`src/rtl/u_rx_frame_ctrl.sv`:
```
// Receive-side frame controller: parses SOF, LEN, payload, CHK frames from the UART
// byte receiver and releases the payload to the host only once the checksum passes.
module u_rx_frame_ctrl #(
  parameter int          MAX_LEN     = 16,
  parameter logic [7:0]  SOF_BYTE    = 8'hA5,
  parameter logic [15:0] TIMEOUT_CYC = 16'd4000
) (
  input  logic       sys_clk,
  input  logic       sys_rst_l,
  input  logic [7:0] rec_dataH,
  input  logic       rec_readyH,
  output logic [7:0] out_dataH,
  output logic       out_validH,
  output logic       out_lastH,
  input  logic       out_readyH,
  output logic       busyH,
  output logic       err_chkH,
  output logic       err_lenH,
  output logic       err_toH,
  output logic       err_ovrH
);

  localparam int PW = $clog2(MAX_LEN);

  typedef enum logic [2:0] {
    StIdle    = 3'd0,
    StLen     = 3'd1,
    StPayload = 3'd2,
    StCheck   = 3'd3,
    StDeliver = 3'd4
  } stateT;

  stateT         state, stateNext;
  logic          readyQ, arm, byteStb;
  logic          inFrame, lenOk, timerExpired;
  logic [15:0]   timer;
  logic [7:0]    chk, chkNext;
  logic [PW-1:0] wrPtr, wrPtrNext, rdPtr, rdPtrNext, rdPtrInc;
  logic [PW-1:0] lastIdx, lastIdxNext;
  logic          memWe;
  logic [7:0]    mem [MAX_LEN];
  logic [7:0]    outDataNext;
  logic          outValidNext, outLastNext;
  logic          errChkNext, errLenNext, errToNext, errOvrNext;

  assign byteStb      = rec_readyH & ~readyQ & arm;
  assign inFrame      = (state == StLen) || (state == StPayload) || (state == StCheck);
  assign lenOk        = (rec_dataH != 8'd0) && (32'(rec_dataH) <= 32'(MAX_LEN));
  assign timerExpired = (timer == TIMEOUT_CYC - 16'd1);
  assign rdPtrInc     = rdPtr + PW'(1);
  assign busyH        = (state != StIdle);

  // arm stays low until the receiver has been seen idle-high once, hiding its power-up edge
  always_ff @(posedge sys_clk or negedge sys_rst_l) begin
    if (!sys_rst_l) begin
      readyQ <= 1'b0;
      arm    <= 1'b0;
    end else begin
      readyQ <= rec_readyH;
      arm    <= arm | rec_readyH;
    end
  end

  always_ff @(posedge sys_clk or negedge sys_rst_l) begin
    if (!sys_rst_l) state <= StIdle;
    else            state <= stateNext;
  end

  always_comb begin
    stateNext    = state;
    chkNext      = chk;
    wrPtrNext    = wrPtr;
    rdPtrNext    = rdPtr;
    lastIdxNext  = lastIdx;
    memWe        = 1'b0;
    outDataNext  = out_dataH;
    outValidNext = out_validH;
    outLastNext  = out_lastH;
    errChkNext   = 1'b0;
    errLenNext   = 1'b0;
    errToNext    = 1'b0;
    errOvrNext   = 1'b0;
    case (state)
      StIdle: begin
        if (byteStb && (rec_dataH == SOF_BYTE)) begin
          stateNext = StLen;
          chkNext   = 8'd0;
        end
      end
      StLen: begin
        if (byteStb) begin
          if (!lenOk) begin
            errLenNext = 1'b1;
            stateNext  = StIdle;
          end else begin
            lastIdxNext = PW'(rec_dataH - 8'd1);
            chkNext     = rec_dataH;
            wrPtrNext   = '0;
            stateNext   = StPayload;
          end
        end
      end
      StPayload: begin
        if (byteStb) begin
          memWe   = 1'b1;
          chkNext = chk ^ rec_dataH;
          if (wrPtr == lastIdx) stateNext = StCheck;
          else                  wrPtrNext = wrPtr + PW'(1);
        end
      end
      StCheck: begin
        if (byteStb) begin
          if (rec_dataH == chk) begin
            stateNext    = StDeliver;
            rdPtrNext    = '0;
            outValidNext = 1'b1;
            outDataNext  = mem[0];
            outLastNext  = (lastIdx == '0);
          end else begin
            errChkNext = 1'b1;
            stateNext  = StIdle;
          end
        end
      end
      StDeliver: begin
        errOvrNext = byteStb;
        if (out_validH && out_readyH) begin
          if (out_lastH) begin
            outValidNext = 1'b0;
            outLastNext  = 1'b0;
            stateNext    = StIdle;
          end else begin
            rdPtrNext   = rdPtrInc;
            outDataNext = mem[rdPtrInc];
            outLastNext = (rdPtrInc == lastIdx);
          end
        end
      end
      default: stateNext = StIdle;
    endcase
    // A byte landing on the expiry cycle takes priority over the timeout
    if (inFrame && !byteStb && timerExpired) begin
      stateNext = StIdle;
      errToNext = 1'b1;
    end
  end

  always_ff @(posedge sys_clk or negedge sys_rst_l) begin
    if (!sys_rst_l) begin
      chk        <= 8'd0;
      wrPtr      <= '0;
      rdPtr      <= '0;
      lastIdx    <= '0;
      timer      <= 16'd0;
      out_dataH  <= 8'd0;
      out_validH <= 1'b0;
      out_lastH  <= 1'b0;
      err_chkH   <= 1'b0;
      err_lenH   <= 1'b0;
      err_toH    <= 1'b0;
      err_ovrH   <= 1'b0;
    end else begin
      chk        <= chkNext;
      wrPtr      <= wrPtrNext;
      rdPtr      <= rdPtrNext;
      lastIdx    <= lastIdxNext;
      out_dataH  <= outDataNext;
      out_validH <= outValidNext;
      out_lastH  <= outLastNext;
      err_chkH   <= errChkNext;
      err_lenH   <= errLenNext;
      err_toH    <= errToNext;
      err_ovrH   <= errOvrNext;
      if (!inFrame || byteStb)  timer <= 16'd0;
      else if (timer != 16'hFFFF) timer <= timer + 16'd1;
    end
  end

  // Payload buffer holds no reset; a rejected frame is simply overwritten by the next one
  always_ff @(posedge sys_clk) begin
    if (memWe) mem[wrPtr] <= rec_dataH;
  end

endmodule

```
`config.mk`:
```
export PLATFORM = sky130hd
export DESIGN_NAME = u_rx_frame_ctrl
export DESIGN_NICKNAME = d
export VERILOG_FILES = /design/src/rtl/u_rx_frame_ctrl.sv
export SDC_FILE = /design/constraint.sdc
export NUM_CORES = 1
export LEC_CHECK = 0
export CORE_ASPECT_RATIO = 0.5
export CORE_MARGIN = 4
export CORE_UTILIZATION = 50
export DETAILED_ROUTE_END_ITERATION = 6
export HOLD_SLACK_MARGIN = 0.15
export PLACE_DENSITY = 0.75
export SYNTH_ARGS = -nofsm -noshare
export SYNTH_HDL_FRONTEND = slang
export SYNTH_SLANG_ARGS = --single-unit
```
`constraint.sdc`:
```
create_clock -name sys_clk -period 3.1 [get_ports sys_clk]
set_input_delay 0.775 -clock sys_clk [delete_from_list [all_inputs] [get_ports sys_clk]]
set_output_delay 0.775 -clock sys_clk [all_outputs]
set_load 0.1 [all_outputs]
```
# --- Word level (Yosys, flattened, before mapping) ---
# Memory sizes are Yosys's and may differ from the RTL's.
# Index checks and enable logic that the tools add are counted.
totals:
  wordCells: 133
  output_inout_bits: 15
  in_bits: 12
  ff_bits: 55
  memories: 1
  ramBits: 128
op_classes:
  eq_ne: 27
  n_lt_le_gt_ge: 1
  n_addsub: 4
  n_reduce_logical: 25
  n_mux: 55
  n_bitwise: 5
mem_list:
  columns: ["memory", "words", "width", "read_ports", "rd_clocked_by_memory_dff", "write_ports", "line_no", "text"]
  rows:
  - ["mem", 16, 8, 2, 0, 1, "41", "logic [7:0] mem [MAX_LEN];"]
op_table:
  columns: ["operator", "count"]
  rows:
  - ["two-way mux 8 bit", 8]
  - ["two-way mux 16 bit", 2]
  - ["two-way mux 4 bit", 8]
  - ["two-way mux 3 bit", 9]
  - ["one-hot mux 8 bit (3 select lines)", 1]
  - ["two-way mux 1 bit", 20]
  - ["AND reduction 5 bit", 4]
  - ["inequality test 2 bit (second input constant)", 9]
  - ["adder 16 x 1 -> 16 bit (second input constant)", 1]
  - ["equality test 16 x 12 -> 1 bit (second input constant)", 1]
  - ["inequality test 16 bit (second input constant)", 1]
  - ["one-hot mux 4 bit (2 select lines)", 2]
  - ["one-hot mux 8 bit (2 select lines)", 1]
  - ["one-hot mux 3 bit (5 select lines)", 1]
  - ["inequality test 3 x 2 -> 1 bit (second input constant)", 3]
  - ["inequality test 3 bit (second input constant)", 3]
  - ["adder 4 x 1 -> 4 bit (second input constant)", 2]
  - ["equality test 4 bit", 2]
  - ["equality test 8 bit", 1]
  - ["equality test 8 bit (second input constant)", 1]
  - ["less-or-equal comparator 8 x 5 -> 1 bit (second input constant)", 1]
  - ["nonzero test 8 bit", 1]
  - ["XOR 8 bit", 1]
  - ["AND reduction 7 bit", 1]
  - ["20 further kinds", 33]

# --- Logic depth before layout (Yosys ltp) ---
depth:
  word_depth: 8
  mapped_depth: 8
  mapped_depth_nobuf: 7

# --- Worst setup path after synthesis ---
# OpenSTA, ideal clock, no wires.
synth_timing:
  path_kind: "input to register"
  from: "input rec_readyH"
  to: "memory mem[3][0] (enable)"
  t_arrival_ns: 2.067
  slack_ns: 0.639
  setup_time_ns: 0.395
  n_path_buf: 0
  stages: 3
  required_ns: 2.705
  cell_sequence: "and3b_1 nand3_1 nor4_1"
synth_via:
  elab_chain_len: 6
synth_rtl:
  columns: ["item", "line_no", "text"]
  rows:
  - ["from (decl)", "11", "input logic rec_readyH,"]
  - ["bitwise AND 1 bit (2 in series)", "46", "assign byteStb = rec_readyH & ~readyQ & arm;"]
  - ["two-way mux 1 bit", "104", "if (byteStb) begin"]
  - ["two-way mux 1 bit", "83", "case (state)"]
  - ["two-way mux 1 bit", "181", "if (memWe) mem[wrPtr] <= rec_dataH;"]
  - ["two-way mux 1 bit (implied by the code)", "181", null]
  - ["to (decl)", "41", null]
# Every way passes these cells.

# --- Final worst setup path ---
layout_timing:
  from: "input rec_dataH[0]"
  to: "register chk[3]"
layout_via:
  elab_chain_len: 4
  word_cells_on_any_way: 8
  cone_classes: "order compare: 1; eq/ne: 3; reduce/logical: 4"
layout_rtl:
  columns: ["item", "line_no", "text"]
  rows:
  - ["from (decl)", "10", "input logic [7:0] rec_dataH,"]
  - ["less-or-equal comparator 8 x 5 -> 1 bit, or another cell as far along", "48", "assign lenOk = (rec_dataH != 8'd0) && (32'(rec_dataH) <= 32'(MAX_LEN));"]
  - ["logical AND 1 bit, on equally long branches", "48, 85", null]
  - ["inequality test 2 bit (no line)", null, null]
  - ["AND reduction 5 bit (no line) *", null, null]
  - ["to (signal assigned)", "163", "chk <= chkNext;"]
  - ["to (decl)", "37", "logic [7:0] chk, chkNext;"]
# Every way passes the cells marked *; elsewhere a longest branch is shown, timed or not.
# A chain may end at the register's enable or synchronous reset.

==> impl_metrics.toml <==
[status]
status = "complete, no violations"

[route]
wl_per_cell_um = 21.0
post_drt_via_cell_ratio = 5.97
via_count = 4871
wl_um = 17100
drc = 0
drt_pass1_iterations = 5
ant_nets = 0
first_iter_violations = 432

[sta]
fin_ws_ns = 0.501
hold_viol = 0
period_share_pct = 83.8
rsz0062_at_grt = "false"
holdWs_ns = 0.306
tightest_slew_ns = 0.643
slew_headroom_pct = 56.9
skew_ns = 0.0116
fin_tns_setup_ns = 0
fin_crit_ns = 2.60
finalSetupViolCount = 0
max_freq_ghz = 0.385
slew_violations = 0

[synthesis]
yosysTopAreaCellShare_pct = 47.5
synth_area_leaders = "edfxtp_1 (47%), dfrtp_1 (17%), mux4_2 (8.9%)"
ys_ff_latch = 183
yosysSeqAreaShare_pct = 64.5
synth_flop_cell = "edfxtp_1"
syn_nets = 563
syn_inst = 542
syn-cell-area_um2 = 8100
yosys_warnings = 0
yosysTopAreaCell = "edfxtp_1"
yosysMostFrequentCell = "edfxtp_1"
synth_edf_count = 128
ys_types = 53
synthArstFlopShare_pct = 30.1
synthTopCellsByCount = "edfxtp_1 (128), dfrtp_1 (55), nand2_1 (38)"
synth.avg_cell_area_um2 = 14.9

[floorplanning]
coreArea_um2 = 15600
die_x_um = 188
die_h_um = 98.0
num_rows = 32
die-area_um2 = 18400
start_util_pct = 51.9
boundaryPins = 27

[clock_network]
cts_tree = "built"
post-cts-setup-buffers = 0
hold_buffers = 0
cts-root-buf = "clkbuf_16"
ctsResizeCount = 0
clockBufferDepth = 2
cts.sinks = 183
insertion_delay_ns = 0.43
h-tree-depth = 4
clkTransAtPathRegs_ns = 0.08
cts_buffers = 17

[worst_setup_path]
crit_slowest_cell = "clkdlybuf4s50_1"
startpoint_type = "primary input"
worstPathArrival_ns = 2.91
cpPeakStageDelay_ns = 0.48
worstSetupPathType = "primary input to flop"
worstPathRequired_ns = 3.41
path_max_fanout = 13
cp-end-kind = "flop"
worstReg2RegStart = "state[1]$_DFFE_PN0P_"
path_cells = "clkdlybuf4s50_1, inv_1, ha_1, nor3b_1, xnor2_1, nand3_1, o2bb2ai_1, a32o_1"
r2r-end = "mem[6][3]$_DFFE_PP_"
r2r_setup_slack_ns = 0.65
r2r_cells = 5

[power_and_ir_drop]
p_per_area_nw_per_um2 = 589
ir_drop_v = 0.000521
switching_share_pct = 26.4
switchingPower_mw = 1.45
p_clk_share_pct = 38.5
seqPwrFrac_pct = 51.3
power_frac_comb_pct = 10.2
internal_power_mw = 4.04
p_leak_nw = 3.35

[place]
gp_congestion = 0.799
dpl.hpwl_um = 11600
place_ws_ns = 0.0881
port_buffers = 26

[grt]
grt_usage_pct = 19.6
grt_max_degree = 35
antenna_found_initial = 0
grt_pass1_wl_um = 27900
grt_pass1_vias = 5005
gr-total-overflow = 0

[final_layout]
diodes = 0
multi_input_area_um2 = 2730
num-nets-final = 620
register_area_um2 = 5220
n_fill_cell = 1177
area.growth.synth_to_final_pct = 15.3
drive_gt1_share_pct = 22.5

[run]
drv_cap = 0

[min_path]
hold_path.class = "primary input to asynchronous set/reset pin"
==> critical path, delay by kind of cell <==
kind / cells / cell delay, ns
simple gates: 2 / 0.59
compound gates: 2 / 0.47
xor+xnor: 1 / 0.34
buf+inv: 2 / 0.54
fa+ha+maj: 1 / 0.18
==> layer usage <==
layer	share of wire (%)	GRT usage (%)	routed length [µm]
met5	0	0	0
met1	43	27.4	7380
met3	4.4	2.89	756
met2	51	32.4	8710
met4	1.7	6.09	283
==> sequential cells by signal, indices dropped and copies added, names as in the netlist <==
name	flops
mem	128
timer	16
chk	8
out_dataH	8
lastIdx	4
rdPtr	4
wrPtr	4
state	3
arm	1
err_chkH	1
err_lenH	1
err_ovrH	1
err_toH	1
out_lastH	1
out_validH	1
readyQ	1
==> cell families (layout without fill, tap and decap cells) <==
family / after synthesis / count (layout) / share of synthesized area (%)
buffers and inverters: 33 / 103 / 1.81
AND/OR/NAND/NOR: 154 / 154 / 10.1
adder cells (fa/ha/maj): 9 / 9 / 1.39
XOR/XNOR: 33 / 33 / 3.75
flip-flops: 183 / 183 / 64.5
multiplexers: 54 / 54 / 11.8
AO/OA/AOI/OAI: 76 / 76 / 6.69
==> through the flow <==
stage	std cells	utilization (%)	total power, mW	instance area (µm²)
2_1_floorplan	542	-	3.23	8100
3_3_place_gp	784	56.0	3.41	8750
3_5_place_dp	784	56.0	3.43	8750
4_1_cts	816	59.8	5.52	9330
5_1_grt	816	59.8	5.72	9330
6_report	816	59.8	5.49	9330
==> power by group through the flow <==
stage          clock, mW  combinational [mW]  sequential [mW]
3_5_place_dp           0               0.564             2.87
4_1_cts             2.14               0.566             2.82
5_1_grt             2.28               0.613             2.83
3_3_place_gp           0               0.548             2.86
2_1_floorplan          0               0.374             2.86
6_report            2.12               0.561             2.82
==> how the worst max path moves through the flow <==
stage          cells after the start                endpoint         start
6_report                           8      chk[3]$_DFFE_PN0P_  rec_dataH[0]
5_1_grt                            9  lastIdx[1]$_DFFE_PN0P_  rec_dataH[0]
4_1_cts                            8      chk[3]$_DFFE_PN0P_  rec_dataH[0]
3_5_place_dp                       8      chk[3]$_DFFE_PN0P_  rec_dataH[0]
3_3_place_gp                       8      chk[4]$_DFFE_PN0P_  rec_dataH[0]
2_1_floorplan                      3     mem[3][0]$_DFFE_PP_    rec_readyH
==> cells in the final DEF (no fill, tap or decap), types with 3 or more instances in the layout <==
cell type        count
edfxtp_1           128
dfrtp_1             54
buf_4               51
nand2_1             38
mux4_2              32
nor2_1              28
and2_1              18
xnor2_1             18
a21oi_1             17
clkbuf_16           17
o21ai_0             16
xor2_1              13
nor3_1              12
mux2i_1             12
nand4_1             11
nand3_1             10
clkdlybuf4s50_1     10
o211ai_1             9
o2bb2ai_1            9
mux2_2               9
ha_1                 9
inv_1                8
a31oi_1              8
or3_1                7
a32o_1               5
or4_1                4
and3_1               4
nor3b_1              4
inv_8                4
nand3b_1             3
nand2b_1             3
clkinv_4             3
inv_6                3
==> final cells by class <==
| type | instances | area share, % |
|---|---|---|
| clock buffer | 20 | 4.89 |
| tap | 204 | 2.73 |
| timing repair buffer | 63 | 5.44 |
| clock inverter | 12 | 1.39 |
| sequential | 183 | 55.9 |
| inverter | 8 | 0.322 |
| multi-input combinational | 326 | 29.3 |
(Power assumes the default switching activity.)
